[src/rtl/lsu_mem_ctrl.sv]
// Load/store front-end for the byte-addressed data memory.
// It aligns addresses, lane-shifts store data and strobes, and extracts and extends load results.
module lsu_mem_ctrl #(
    parameter int unsigned xlen    = 32,
    parameter int unsigned TIMEOUT = 16
) (
    input  logic            clk,
    input  logic            rst,
    input  logic            req_v,
    output logic            req_ready,
    input  logic            req_we,
    input  logic [1:0]      req_size,
    input  logic            req_unsigned,
    input  logic [xlen-1:0] req_adr,
    input  logic [xlen-1:0] req_wdata,
    output logic            resp_v,
    output logic [xlen-1:0] resp_data,
    output logic            resp_err,
    output logic            mem_r_v,
    output logic            mem_w_v,
    output logic [xlen-1:0] mem_adr,
    output logic [xlen-1:0] mem_data,
    output logic [3:0]      mem_strobe,
    input  logic [xlen-1:0] mem_resp,
    input  logic            mem_ack
);

    localparam int unsigned CNT_W = $clog2(TIMEOUT + 1);
    localparam logic [CNT_W-1:0] CNT_LAST = CNT_W'(TIMEOUT - 1);

    typedef enum logic [1:0] {IDLE, RD, WR, RESP} state_t;

    state_t           state;
    logic [CNT_W-1:0] cnt;
    logic [1:0]       off_q;
    logic [1:0]       size_q;
    logic             uns_q;

    logic             misalign_c;
    logic [3:0]       wr_strobe_c;
    logic [xlen-1:0]  wr_data_c;
    logic [xlen-1:0]  rd_shift_c;
    logic [xlen-1:0]  rd_data_c;

    // Request decode straight off the execute-stage inputs
    always_comb begin
        misalign_c  = (req_size == 2'd3) ||
                      (req_size == 2'd1 && req_adr[0]) ||
                      (req_size == 2'd2 && req_adr[1:0] != 2'd0);
        wr_strobe_c = 4'b1111;
        wr_data_c   = req_wdata;
        case (req_size)
            2'd0: begin
                wr_strobe_c = 4'b0001 << req_adr[1:0];
                wr_data_c   = xlen'(req_wdata[7:0]) << {req_adr[1:0], 3'b000};
            end
            2'd1: begin
                wr_strobe_c = 4'b0011 << req_adr[1:0];
                wr_data_c   = xlen'(req_wdata[15:0]) << {req_adr[1:0], 3'b000};
            end
            default: ;
        endcase
    end

    // Load lane extraction and sign/zero extension from the latched request
    always_comb begin
        rd_shift_c = mem_resp >> {off_q, 3'b000};
        case (size_q)
            2'd0:    rd_data_c = {{(xlen-8){~uns_q & rd_shift_c[7]}}, rd_shift_c[7:0]};
            2'd1:    rd_data_c = {{(xlen-16){~uns_q & rd_shift_c[15]}}, rd_shift_c[15:0]};
            default: rd_data_c = rd_shift_c;
        endcase
    end

    always_ff @(posedge clk or posedge rst) begin
        if (rst) begin
            state      <= IDLE;
            cnt        <= '0;
            off_q      <= 2'd0;
            size_q     <= 2'd0;
            uns_q      <= 1'b0;
            req_ready  <= 1'b1;
            resp_v     <= 1'b0;
            resp_data  <= '0;
            resp_err   <= 1'b0;
            mem_r_v    <= 1'b0;
            mem_w_v    <= 1'b0;
            mem_adr    <= '0;
            mem_data   <= '0;
            mem_strobe <= 4'd0;
        end else begin
            resp_v <= 1'b0;
            case (state)
                IDLE: begin
                    if (req_v) begin
                        req_ready <= 1'b0;
                        off_q     <= req_adr[1:0];
                        size_q    <= req_size;
                        uns_q     <= req_unsigned;
                        cnt       <= '0;
                        if (misalign_c) begin
                            state     <= RESP;
                            resp_v    <= 1'b1;
                            resp_err  <= 1'b1;
                            resp_data <= '0;
                        end else if (req_we) begin
                            state      <= WR;
                            mem_w_v    <= 1'b1;
                            mem_adr    <= {req_adr[xlen-1:2], 2'b00};
                            mem_data   <= wr_data_c;
                            mem_strobe <= wr_strobe_c;
                        end else begin
                            state      <= RD;
                            mem_r_v    <= 1'b1;
                            mem_adr    <= {req_adr[xlen-1:2], 2'b00};
                            mem_data   <= '0;
                            mem_strobe <= 4'd0;
                        end
                    end
                end
                WR: begin
                    state      <= RESP;
                    mem_w_v    <= 1'b0;
                    mem_adr    <= '0;
                    mem_data   <= '0;
                    mem_strobe <= 4'd0;
                    resp_v     <= 1'b1;
                    resp_err   <= 1'b0;
                    resp_data  <= '0;
                end
                RD: begin
                    cnt <= cnt + CNT_W'(1);
                    // First RD cycle skips ack: a level left high from before the request is stale
                    if (cnt != '0 && mem_ack) begin
                        state     <= RESP;
                        mem_r_v   <= 1'b0;
                        mem_adr   <= '0;
                        resp_v    <= 1'b1;
                        resp_err  <= 1'b0;
                        resp_data <= rd_data_c;
                    end else if (cnt == CNT_LAST) begin
                        state     <= RESP;
                        mem_r_v   <= 1'b0;
                        mem_adr   <= '0;
                        resp_v    <= 1'b1;
                        resp_err  <= 1'b1;
                        resp_data <= '0;
                    end
                end
                RESP: begin
                    state     <= IDLE;
                    req_ready <= 1'b1;
                    resp_err  <= 1'b0;
                    resp_data <= '0;
                end
                default: state <= IDLE;
            endcase
        end
    end

endmodule

[config.mk]
export PLATFORM = sky130hd
export DESIGN_NAME = lsu_mem_ctrl
export DESIGN_NICKNAME = d
export VERILOG_FILES = /design/src/rtl/lsu_mem_ctrl.sv
export SDC_FILE = /design/constraint.sdc
export NUM_CORES = 1
export LEC_CHECK = 0
export BUFFER_PORTS_ARGS = -buffer_cell sky130_fd_sc_hd__buf_2
export CORE_AREA = 2 2 118 120
export DETAILED_ROUTE_END_ITERATION = 10
export DIE_AREA = 0 0 120 122
export PLACE_DENSITY_LB_ADDON = 0.08
export SLEW_MARGIN = 20
export SYNTH_ARGS = -nofsm -noshare
export SYNTH_HDL_FRONTEND = slang
export SYNTH_SLANG_ARGS = --single-unit
[constraint.sdc]
create_clock -name clk -period 3.8 [get_ports clk]
set_clock_uncertainty 0.15 [all_clocks]
set_input_delay 0.38 -clock clk [delete_from_list [all_inputs] [get_ports clk]]
set_output_delay 0.38 -clock clk [all_outputs]
set_load 0.05 [all_outputs]
==> results by stage <==
Global routing:
- The via count of the first global-routing pass is 5086.
- Entering global routing, the biggest net connects a little under 70 pins.
- The total grt overflow is 0.
- The first global-routing pass estimated 26280 µm of wire.
- The number of antenna violations at the first check in global routing is 0.
- In the global route stage, overall resource usage came out at between 20 and 25%.

Logic synthesis:
- The cell area after synthesis is a little over 6000 µm².
- Ranked by instance count, the synthesized netlist is headed by sky130_fd_sc_hd__dfrtp_1 (114), sky130_fd_sc_hd__o21ai_0 (49), sky130_fd_sc_hd__mux2_2 (46), sky130_fd_sc_hd__nor2b_1 (35).
- In the synthesized netlist, the number of instances is between 500 and 600.
- The share of flip-flops with an asynchronous set or reset after synthesis is 100.0%.
- The most common cell in the synthesized netlist is sky130_fd_sc_hd__dfrtp_1.
- The synthesized design devotes to its leading area cell type 47.11% of total area.
- A synthesized cell averages roughly 11 µm².
- Yosys mapped a number of flops with a built-in enable equal to 0.
- sky130_fd_sc_hd__dfrtp_1 takes more of the synthesized area than any other cell.
- The yosys synthesis warning count is 0.
- In the post-synthesis netlist, the biggest area contributors are sky130_fd_sc_hd__dfrtp_1 (47%), sky130_fd_sc_hd__mux2_2 (8.6%), sky130_fd_sc_hd__o21ai_0 (4.0%), sky130_fd_sc_hd__o2bb2ai_1 (3.8%), sky130_fd_sc_hd__mux2i_1 (3.6%).
- The predominant post-synthesis flop cell is sky130_fd_sc_hd__dfrtp_1.
- The number of different library cells used by synthesis comes to between 50 and 60.
- Sequential elements use approximately 48% of the synthesized area.
- After synthesis the netlist holds a flip-flop and latch count of about 120.

Critical path:
- Along the worst path, the maximum fanout reaches 23.
- The endpoint class of the critical path is a flip-flop.
- The count of buffering cells on the critical path with inverters included is 2.
- For this design, the slowest cell found on the critical path is sky130_fd_sc_hd__a21boi_4.
- The critical path is of the flip-flop to flip-flop type.
- STA classifies the critical path startpoint as a flip-flop.
- The data arrival time of the critical path is 2.96 ns.
- Broken down by cell family, the worst path's largest delay share belongs to compound AO/OA/AOI/OAI gates.
- The largest single stage delay on the critical path is 0.66 ns.
- The required time of the critical path is between 3 and 4 ns.
- Traced cell by cell, the critical path runs through inv_1 -> ha_1 -> nand2_1 -> a21o_1 -> a21boi_4 -> buf_4 -> a22o_1.

CTS:
- Counting every sink on the clock net gives between 100 and 150.
- For this design, the CTS-stage hold fixing added 0 buffers.
- Buffers added to address setup during post-CTS repair amount to 0.
- The clock passes through at most 2 buffers.
- The number of gates resized after CTS was 0.
- At the later pin of the worst-skew pair, clock insertion delay measures roughly 0.4 ns.
- The register clock-pin slew on the reported worst setup and hold paths is approximately 0.050 ns.
- The number of levels in the clock H-tree is 4.
- The TritonCTS clock tree is yes.
- The master cell of the clock root buffer is sky130_fd_sc_hd__clkbuf_16.
- The CTS buffer count is 17.

Layout:
- The count of cells in the finished layout, fillers not included, comes to ~960.
- The share of cells above drive strength 1 is 39.64%.
- The post-layout instance area is 7756 µm².
- Fill cells in the final layout number 1197.
- The final layout contains 877 nets.
- The post-route core utilization is a little under three fifths.
- The repair_antennas step left the layout with diodes totalling 0.
- The area added between synthesis and finish is 28.08%.

STA:
- Setup violations remaining at the end of the flow were counted as 0.
- Setup slack closes at slightly above 1 ns.
- The worst path in the final design needs a cycle of 2.772 ns, including I/O delays and setup.
- Based on the critical path, the design can be clocked at up to about 360 MHz.
- The final-report hold violation count is 11.
- Setup total negative slack on the finished layout was measured at 0 ns.
- The number of max-slew violations in the final report was 0.
- At the pin with the least slew margin, the transition time is slightly below 1 ns.
- The final critical-path share of the clock period is 72.96%.
- The tightest hold path in the finished design has a slack of -0.01583 ns.
- Setup repair after global routing left no endpoint under its margin.
- The normalized max-slew margin is 33.63%.

Routing:
- After detailed routing, the number of remaining DRC violations is 0.
- In this run the remaining antenna-violating nets after routing total 0.
- The detailed router finished its first iteration with approximately 350 violations.
- For this block, the via count after detailed routing is 5286.
- The final wirelength is between 15000 and 20000 µm.
- In the routed layout, each cell is associated on average with a via count of around 5.5.
- The detail-routed net length per standard cell is between 15 and 20 µm.
- The first-pass detailed-route iteration total is 5.

Outcome:
- The final reports fail on hold timing.
- The run finished, with violations left.

Floorplan:
- The number of top-level pins is approximately 210.
- The floorplan step defined a core boundary enclosing roughly 14000 µm².
- For this configuration, the core starts out at a cell density of between 40% and 50%.
- The floorplan has 43 rows.
- The floorplan step defined a die boundary enclosing about 15000 µm².
- The overall die width is about 120 µm.
- The die boundary height is ~120 µm.

Placement:
- The placer congestion estimate is between 0.8 and 0.9.
- Input and output buffers added on the ports amount to approximately 200.
- At the placement stage, the worst setup path has a slack of between 1 and 1.5 ns.
- The placement-stage cell area is about 7000 µm².
- Detailed placement finished with a half-perimeter wire length of roughly 12000 µm.
- The instance count after placement with tap cells included is between 900 and 1000.

Pwr:
- The design draws roughly 7 mW.
- For this design the static power due to leakage is about 3.9 nW.
- The largest vdd supply drop is ~0.51 mV.
- Dividing total power by cell area gives a power density of approximately 900 nW/µm².

Min path:
- The class of the most critical hold timing path is input port to asynchronous set/reset pin.

Flow run:
- Max-cap violations in this run came to 0.
[cell usage in the layout (no fill, tap or decap), types with 2 or more instances in the layout]
cell type,netlist,layout
sky130_fd_sc_hd__nor2b_1,35,35
sky130_fd_sc_hd__nor3_1,6,6
sky130_fd_sc_hd__a21oi_1,32,31
sky130_fd_sc_hd__a21o_1,4,4
sky130_fd_sc_hd__o211ai_1,18,18
sky130_fd_sc_hd__mux2_2,46,46
sky130_fd_sc_hd__ha_1,8,8
sky130_fd_sc_hd__nand3_1,20,20
sky130_fd_sc_hd__o221ai_1,2,2
sky130_fd_sc_hd__clkinv_2,0,4
sky130_fd_sc_hd__a32oi_1,9,9
sky130_fd_sc_hd__a22o_1,25,25
sky130_fd_sc_hd__conb_1,1,2
sky130_fd_sc_hd__dfrtp_1,114,114
sky130_fd_sc_hd__or2_2,2,2
sky130_fd_sc_hd__a31oi_1,2,2
sky130_fd_sc_hd__mux2_4,3,3
sky130_fd_sc_hd__nand2_1,32,32
sky130_fd_sc_hd__and3_1,2,2
sky130_fd_sc_hd__clkbuf_16,0,17
sky130_fd_sc_hd__a211oi_1,2,2
sky130_fd_sc_hd__o2bb2ai_1,26,26
sky130_fd_sc_hd__o21ai_0,49,49
sky130_fd_sc_hd__a22oi_1,8,8
sky130_fd_sc_hd__inv_1,15,14
sky130_fd_sc_hd__clkbuf_1,18,5
sky130_fd_sc_hd__mux2i_1,22,22
sky130_fd_sc_hd__o22ai_1,2,2
sky130_fd_sc_hd__buf_2,16,206
sky130_fd_sc_hd__clkbuf_8,0,4
sky130_fd_sc_hd__buf_4,6,13
sky130_fd_sc_hd__nor2_1,18,18
[cells by family after synthesis]
logic type	count (synthesis)	share of synthesized area, %
AOI/OAI and AO/OA	188	21.61
and+or+nand+nor	124	10.68
DFF	115	47.54
muxes	73	13.49
buffers and inverters	62	4.814
adders and majority gates	8	1.653
other	1	0.06192
xor gates and xnor gates	1	0.1447
[per-layer routing]
layer / global-route usage [%] / part of all wire, %
met5: 0 / 0
met4: 5.000 / 0.53
met3: 6.227 / 6.7
met2: 35.90 / 48
met1: 31.46 / 45
[final timing paths]
| check | start | endpoint | slack (ns) | cells past startpoint |
|---|---|---|---|---|
| worst max register to register | state[0] | mem_data[30] | 1.03 | 7 |
| worst min-delay path | rst | mem_data[16] | -0.02 | 2 |
| min in group clk | req_unsigned | uns_q | 0.07 | 2 |
| worst min register to register | resp_data[14] | resp_data[14] | 0.33 | 1 |
| worst max-delay path | state[0] | mem_data[30] | 1.03 | 7 |
| max in group asynchronous | rst | req_ready | 2.64 | 3 |
[registers in the layout (all words and copies together), names as in the netlist]
| signal | cells |
|---|---|
| state | 2 |
| off_q | 2 |
| resp_v | 1 |
| mem_data | 32 |
| size_q | 2 |
| uns_q | 1 |
| mem_strobe | 4 |
| mem_r_v | 1 |
| mem_adr | 30 |
| mem_w_v | 1 |
| req_ready | 1 |
| resp_err | 1 |
| resp_data | 32 |
| cnt | 5 |
[where the power goes]
group,internal (mW),switching (mW),leakage (nW)
clock network,0.959,0.529,0.274
registers,1.62,0.274,1.53
logic,1.18,2.43,2.08
total,3.76,3.23,3.88
[area by class of cell]
cell class | instances | area (µm²) | area share, %
multi-input cells | 396 | 2912 | 37.54
clock inverters | 5 | 50.05 | 0.6453
well taps | 180 | 225.2 | 2.904
flip-flops and latches | 115 | 2879 | 37.12
repair buffers | 219 | 1129 | 14.55
clock buffers | 26 | 499.2 | 6.437
inverters | 16 | 62.56 | 0.8066
(Power assumes the default switching activity.)
